### src/rtl/fsweep_pkg.sv
// Shared types and constants for the frequency sweep controller.
package fsweep_pkg;

  localparam int unsigned FREQ_W = 8;

  typedef enum logic [1:0] {
    IDLE  = 2'd0,
    DWELL = 2'd1,
    STEP  = 2'd2,
    DONE  = 2'd3
  } state_t;

endpackage

### src/rtl/tick_divider.sv
// Free-running sample-tick divider: one-clock tick every cfg_div+1 clocks.
module tick_divider #(
  parameter int unsigned DIV_W = 16
) (
  input  logic             clk,
  input  logic             rst,
  input  logic [DIV_W-1:0] cfg_div,
  output logic             tick
);

  logic [DIV_W-1:0] cnt;
  logic [DIV_W-1:0] period;

  // Period is re-sampled only at the wrap so a mid-period change never shortens a tick interval.
  always_ff @(posedge clk) begin
    if (rst) begin
      cnt    <= '0;
      period <= cfg_div;
      tick   <= 1'b0;
    end else if (cnt == period) begin
      cnt    <= '0;
      period <= cfg_div;
      tick   <= 1'b1;
    end else begin
      cnt    <= cnt + 1'b1;
      tick   <= 1'b0;
    end
  end

endmodule

### src/rtl/freq_sweep_ctrl.sv
// Stepped frequency sweep: dwells a set number of sample ticks per frequency word,
// stepping up or down toward a stop word with clamping, optionally looping.
module freq_sweep_ctrl
  import fsweep_pkg::*;
#(
  parameter int unsigned DWELL_W = 16,
  parameter int unsigned DIV_W   = 16
) (
  input  logic               clk,
  input  logic               rst,
  input  logic               start,
  input  logic               abort,
  input  logic [FREQ_W-1:0]  cfg_start_freq,
  input  logic [FREQ_W-1:0]  cfg_stop_freq,
  input  logic [FREQ_W-1:0]  cfg_step,
  input  logic [DWELL_W-1:0] cfg_dwell,
  input  logic [DIV_W-1:0]   cfg_div,
  input  logic               cfg_loop,
  output logic [FREQ_W-1:0]  freq_word,
  output logic               sample_tick,
  output logic               busy,
  output logic               done
);

  state_t state, state_nxt;

  logic [FREQ_W-1:0]  freq_nxt;
  logic [DWELL_W-1:0] dwell_cnt, dwell_cnt_nxt, dwell_inc;
  logic [FREQ_W-1:0]  start_q, stop_q, step_q;
  logic [FREQ_W-1:0]  start_nxt, stop_nxt, step_nxt;
  logic [DWELL_W-1:0] dwell_q, dwell_nxt;
  logic               loop_q, loop_nxt, up_q, up_nxt;
  logic [FREQ_W:0]    sum9, diff9;

  tick_divider #(.DIV_W(DIV_W)) u_div (
    .clk     (clk),
    .rst     (rst),
    .cfg_div (cfg_div),
    .tick    (sample_tick)
  );

  assign busy = (state == DWELL) || (state == STEP);
  assign done = (state == DONE);

  always_ff @(posedge clk) begin
    if (rst) begin
      state     <= IDLE;
      freq_word <= '0;
      dwell_cnt <= '0;
      start_q   <= '0;
      stop_q    <= '0;
      step_q    <= '0;
      dwell_q   <= '0;
      loop_q    <= 1'b0;
      up_q      <= 1'b0;
    end else begin
      state     <= state_nxt;
      freq_word <= freq_nxt;
      dwell_cnt <= dwell_cnt_nxt;
      start_q   <= start_nxt;
      stop_q    <= stop_nxt;
      step_q    <= step_nxt;
      dwell_q   <= dwell_nxt;
      loop_q    <= loop_nxt;
      up_q      <= up_nxt;
    end
  end

  // 9-bit arithmetic lets the clamp detect overflow/borrow instead of wrapping mod 256.
  assign sum9      = {1'b0, freq_word} + {1'b0, step_q};
  assign diff9     = {1'b0, freq_word} - {1'b0, step_q};
  assign dwell_inc = dwell_cnt + 1'b1;

  always_comb begin
    state_nxt     = state;
    freq_nxt      = freq_word;
    dwell_cnt_nxt = dwell_cnt;
    start_nxt     = start_q;
    stop_nxt      = stop_q;
    step_nxt      = step_q;
    dwell_nxt     = dwell_q;
    loop_nxt      = loop_q;
    up_nxt        = up_q;

    unique case (state)
      IDLE: begin
        if (start && !abort) begin
          start_nxt     = cfg_start_freq;
          stop_nxt      = cfg_stop_freq;
          step_nxt      = (cfg_step == '0) ? FREQ_W'(1) : cfg_step;
          dwell_nxt     = (cfg_dwell == '0) ? DWELL_W'(1) : cfg_dwell;
          loop_nxt      = cfg_loop;
          up_nxt        = (cfg_stop_freq >= cfg_start_freq);
          freq_nxt      = cfg_start_freq;
          dwell_cnt_nxt = '0;
          state_nxt     = DWELL;
        end
      end
      DWELL: begin
        if (sample_tick) begin
          if (dwell_inc == dwell_q) begin
            dwell_cnt_nxt = '0;
            state_nxt     = STEP;
          end else begin
            dwell_cnt_nxt = dwell_inc;
          end
        end
      end
      STEP: begin
        if (freq_word == stop_q) begin
          if (loop_q) begin
            freq_nxt  = start_q;
            state_nxt = DWELL;
          end else begin
            state_nxt = DONE;
          end
        end else begin
          if (up_q) begin
            freq_nxt = (sum9 > {1'b0, stop_q}) ? stop_q : sum9[FREQ_W-1:0];
          end else begin
            freq_nxt = (diff9[FREQ_W] || (diff9[FREQ_W-1:0] < stop_q)) ? stop_q
                                                                        : diff9[FREQ_W-1:0];
          end
          state_nxt = DWELL;
        end
      end
      DONE: state_nxt = IDLE;
      default: state_nxt = IDLE;
    endcase

    if (abort && (state != IDLE)) begin
      state_nxt     = IDLE;
      freq_nxt      = freq_word;
      dwell_cnt_nxt = '0;
    end
  end

endmodule

### config.mk
export PLATFORM = sky130hd
export DESIGN_NAME = freq_sweep_ctrl
export DESIGN_NICKNAME = d
export VERILOG_FILES = /design/src/rtl/fsweep_pkg.sv /design/src/rtl/tick_divider.sv /design/src/rtl/freq_sweep_ctrl.sv
export SDC_FILE = /design/constraint.sdc
export NUM_CORES = 1
export LEC_CHECK = 0
export ABC_AREA = 1
export BUFFER_PORTS_ARGS = -buffer_cell sky130_fd_sc_hd__buf_4
export CAP_MARGIN = 20
export CORE_ASPECT_RATIO = 0.8
export CORE_MARGIN = 3
export CORE_UTILIZATION = 33
export CTS_CLUSTER_SIZE = 20
export DETAILED_ROUTE_END_ITERATION = 12
export PLACE_DENSITY = 0.6
export SLEW_MARGIN = 10
export SYNTH_ARGS = -nofsm -noshare
export SYNTH_HDL_FRONTEND = slang
export SYNTH_HIERARCHICAL = 1
export SYNTH_SLANG_ARGS = --single-unit
### constraint.sdc
create_clock -name clk -period 2.64 [get_ports clk]
set_input_delay 0.264 -clock clk [delete_from_list [all_inputs] [get_ports clk]]
set_output_delay 0.264 -clock clk [all_outputs]
set_load 0.05 [all_outputs]
==> flow_metrics.py <==
metrics = {
    "route": {
        "vias": 6331,
        "drtIter0Drc": 469,
        "drt-total-wl_um": 19000,
        "ant_nets": 0,
        "drc": 0,
        "dr.pass1.iters": 5,
        "avgRoutedWirePerCell_um": 14.1,
        "viasPerCell": 4.71,
    },
    "global_route": {
        "overflow": 0,
        "grt_max_degree": 33,
        "antenna_found_initial": 0,
        "grt_pass1_vias": 5832,
        "grt_pass1_wl_um": 30100,
        "grt_usage": 0.174,
    },
    "hold_path": {
        "hold_class": "in -> reg",
        "holdPathEnd": "u_div/period[0]",
        "min_from": "cfg_div[0]",
        "hold_depth": 1,
    },
    "layout": {
        "final_area_um2": 8660,
        "nets": 1188,
        "layout.cells.non_filler": 1343,
        "diodes": 0,
        "layout-drive-gt1-share": 0.260,
        "area_growth_pct": 32.0,
        "final_core_util": 0.450,
        "n_fill_cell": 1964,
    },
    "pwr": {
        "peakVddDrop_mv": 0.665,
        "power_mw": 9.05,
        "powerDensity_nw_per_um2": 1050,
        "p_leak_nw": 3.91,
    },
    "sta": {
        "finalCritPeriodShare": 1.11,
        "slew_headroom": 0.542,
        "slew_violations": 0,
        "fin_worst_skew_ns": 0.00982,
        "rsz0062_at_grt": "yes",
        "final-hold-violation-count": 0,
        "final-setup-viol-count": 8,
        "max_freq_ghz": 0.342,
        "worstMarginPinSlew_ns": 0.681,
        "fin_crit_ns": 2.92,
        "fin_ws_ns": -0.281,
    },
    "cts": {
        "htree_levels": 3,
        "ctsLongestPathBuffers": 2,
        "clk_pin_slew_ns": 0.08,
        "root_buffer": "clkbuf_16",
        "clock-sinks": 101,
        "clk_latency_ns": 0.36,
        "cts_tree": "yes",
        "numCtsBuffers": 9,
    },
    "placement": {
        "globalplace.congestion": 0.846,
        "place_area_um2": 7930,
        "dp.cells": 1310,
        "portBuffers": 71,
        "hpwl_um": 14100,
    },
    "die": {
        "fp.dieW_um": 164,
        "die_area_um2": 21600,
        "num_rows": 45,
        "io_pins": 72,
        "start_util": 0.340,
        "core_um2": 19300,
        "die-height_um": 132,
    },
    "setup_path": {
        "r2r_start": "step_q[0]",
        "path_cells": "ha_4, fa_2, nand3_2, nand2_2, a21oi_2, xor2_1, inv_1, buf_4, buf_4, buf_4, buf_4, buf_4, buf_4, buf_4, buf_4, o21ai_2, nand3_1, nand2_1, a21oi_2",
        "worstSetupEndpointType": "flip-flop",
        "crit_path_start_kind": "flip-flop",
        "worstPathRequired_ns": 2.89,
        "cp_slowest_cell": "dfxtp_4",
        "critPathMaxStageDelay_ns": 0.37,
        "rr_worst_depth": 19,
        "worst-path-max-fanout": 3,
        "worst-path-buf-inv": 9,
        "path_delay_family": "buffers and inverters",
        "cp_data_arrival_time_ns": 3.17,
        "critPathKind": "reg -> reg",
        "path_common_cell": "buf_4",
        "r2r_slack_ns": -0.28,
        "r2r-end": "freq_word[6]",
        "critPathLaunch": "step_q[0]",
    },
    "synthesis": {
        "syn_avg_cell_area_um2": 6.97,
        "synthesis.area_um2": 6560,
        "ys_types": 43,
        "synth_seq_cells": 101,
        "ys_warn_count": 6,
        "synth_ff_type": "dfxtp_1",
        "yosys.area.top_type_share": 0.260,
        "ys_async_sr_fraction": 0,
        "synth_area_leaders": "dfxtp_1 26%, nand2_1 12%, ha_1 8.6%",
        "netlist_instances": 940,
        "ys_seq_area_frac": 0.333,
        "synth-edff-count": 16,
        "synth_top_area_cell": "dfxtp_1",
        "syn_nets": 1048,
    },
    "run_status": {
        "outcome": "complete, but fails checks",
        "violations": "setup timing",
    },
    "run": {
        "max-cap-violations": 0,
    },
}
[cells by family after synthesis]
family	count (synthesis)	synth area share
AND/OR/NAND/NOR	424	0.285
AO/OA/AOI/OAI	173	0.141
adder cells (fa/ha/maj)	47	0.0920
XOR/XNOR	38	0.0553
buffers and inverters	157	0.0943
flip-flops	101	0.333
[cells in the final DEF, fill, tap and decap left out, drive strengths merged, types with 4 or more instances in the layout]
cell,instances
buf,158
or2,4
dfxtp,85
nand4,21
nand3,50
nor4,5
xor2,27
a21oi,85
clkbuf,9
nand2,216
ha,45
a211oi,9
edfxtp,16
nor3,7
clkinv,4
o21ai,64
xnor2,9
nand3b,7
nor2,111
o21bai,4
inv,130
a31oi,5
[report_power, final]
part	internal [mW]	total [mW]	leakage, nW	switching [mW]
clock network	0.764	1.46	0.157	0.692
logic	2.67	5.64	2.89	2.97
registers	1.76	1.95	0.857	0.186
total	5.20	9.05	3.91	3.85
[how the worst max path moves through the flow]
stage,to,slack (ns),cells past startpoint
6_report,freq_word[6],-0.28,19
5_1_grt,freq_word[3],-0.47,19
4_1_cts,freq_word[5],-0.21,20
3_5_place_dp,freq_word[5],-0.34,19
3_3_place_gp,freq_word[0],-0.23,19
2_1_floorplan,freq_word[2],-0.12,21
[area by class of cell]
cell class	count	area (um2)	area share
clock inverter	7	91.3	0.0106
multi-input combinational	682	4110	0.475
timing repair buffer	158	1210	0.140
clock buffer	9	225	0.0260
tap	258	323	0.0373
sequential	101	2210	0.255
inverter	128	483	0.0558
[through the flow]
step	hold slack (ns)	worst slack [ns]	TNS [ns]
floorplan	0.336	-0.116	-0.697
detailed placement	0.443	-0.335	-2.53
global placement	0.443	-0.233	-1.70
global route	0.0552	-0.474	-3.31
finish	0.0735	-0.281	-1.93
CTS	0.0593	-0.208	-1.60
[timing repair]
item	in CTS	in global routing
pin swaps	4	30
resized for setup	25	40
hold buffers	0	0
buffers inserted	12	5
setup endpoints to repair	8	8
[sequential cells by signal, indices dropped and copies added, names as in the netlist]
signal and count:
dwell_cnt 16, dwell_q 16, freq_word 8, loop_q 1
start_q 8, state 2, step_q 8, stop_q 8
u_div/cnt 16, u_div/period 16, u_div/tick 1, up_q 1
[per-layer routing]
layer,part of all wire,GRT usage,vias to the layer above
li1,-,-,3336
met3,0.058,0.0349,15
met2,0.41,0.254,166
met5,0,0,-
met1,0.52,0.263,2814
met4,0.011,0.0366,0
[cell usage after synthesis (2+ instances only)]
master    number
nand3_1       49
nand3b_1       7
fa_1           2
nand2_2        3
nor2_1        93
and2_1         2
xor2_1        27
ha_1          45
a211oi_1       9
nor4_1         5
a21o_1         2
inv_2          5
clkinv_1       2
nor2_2        15
buf_2          3
xnor2_1        9
nor2_4         3
o21ai_0       63
edfxtp_1      16
xor3_1         2
nand2_1      212
dfxtp_1       85
inv_1        121
a31oi_1        5
clkbuf_1      22
a21oi_1       85
nor3_1         7
o211ai_1       2
nand4_1       20
or2_2          4
o21bai_1       3
(Power assumes the default switching activity.)
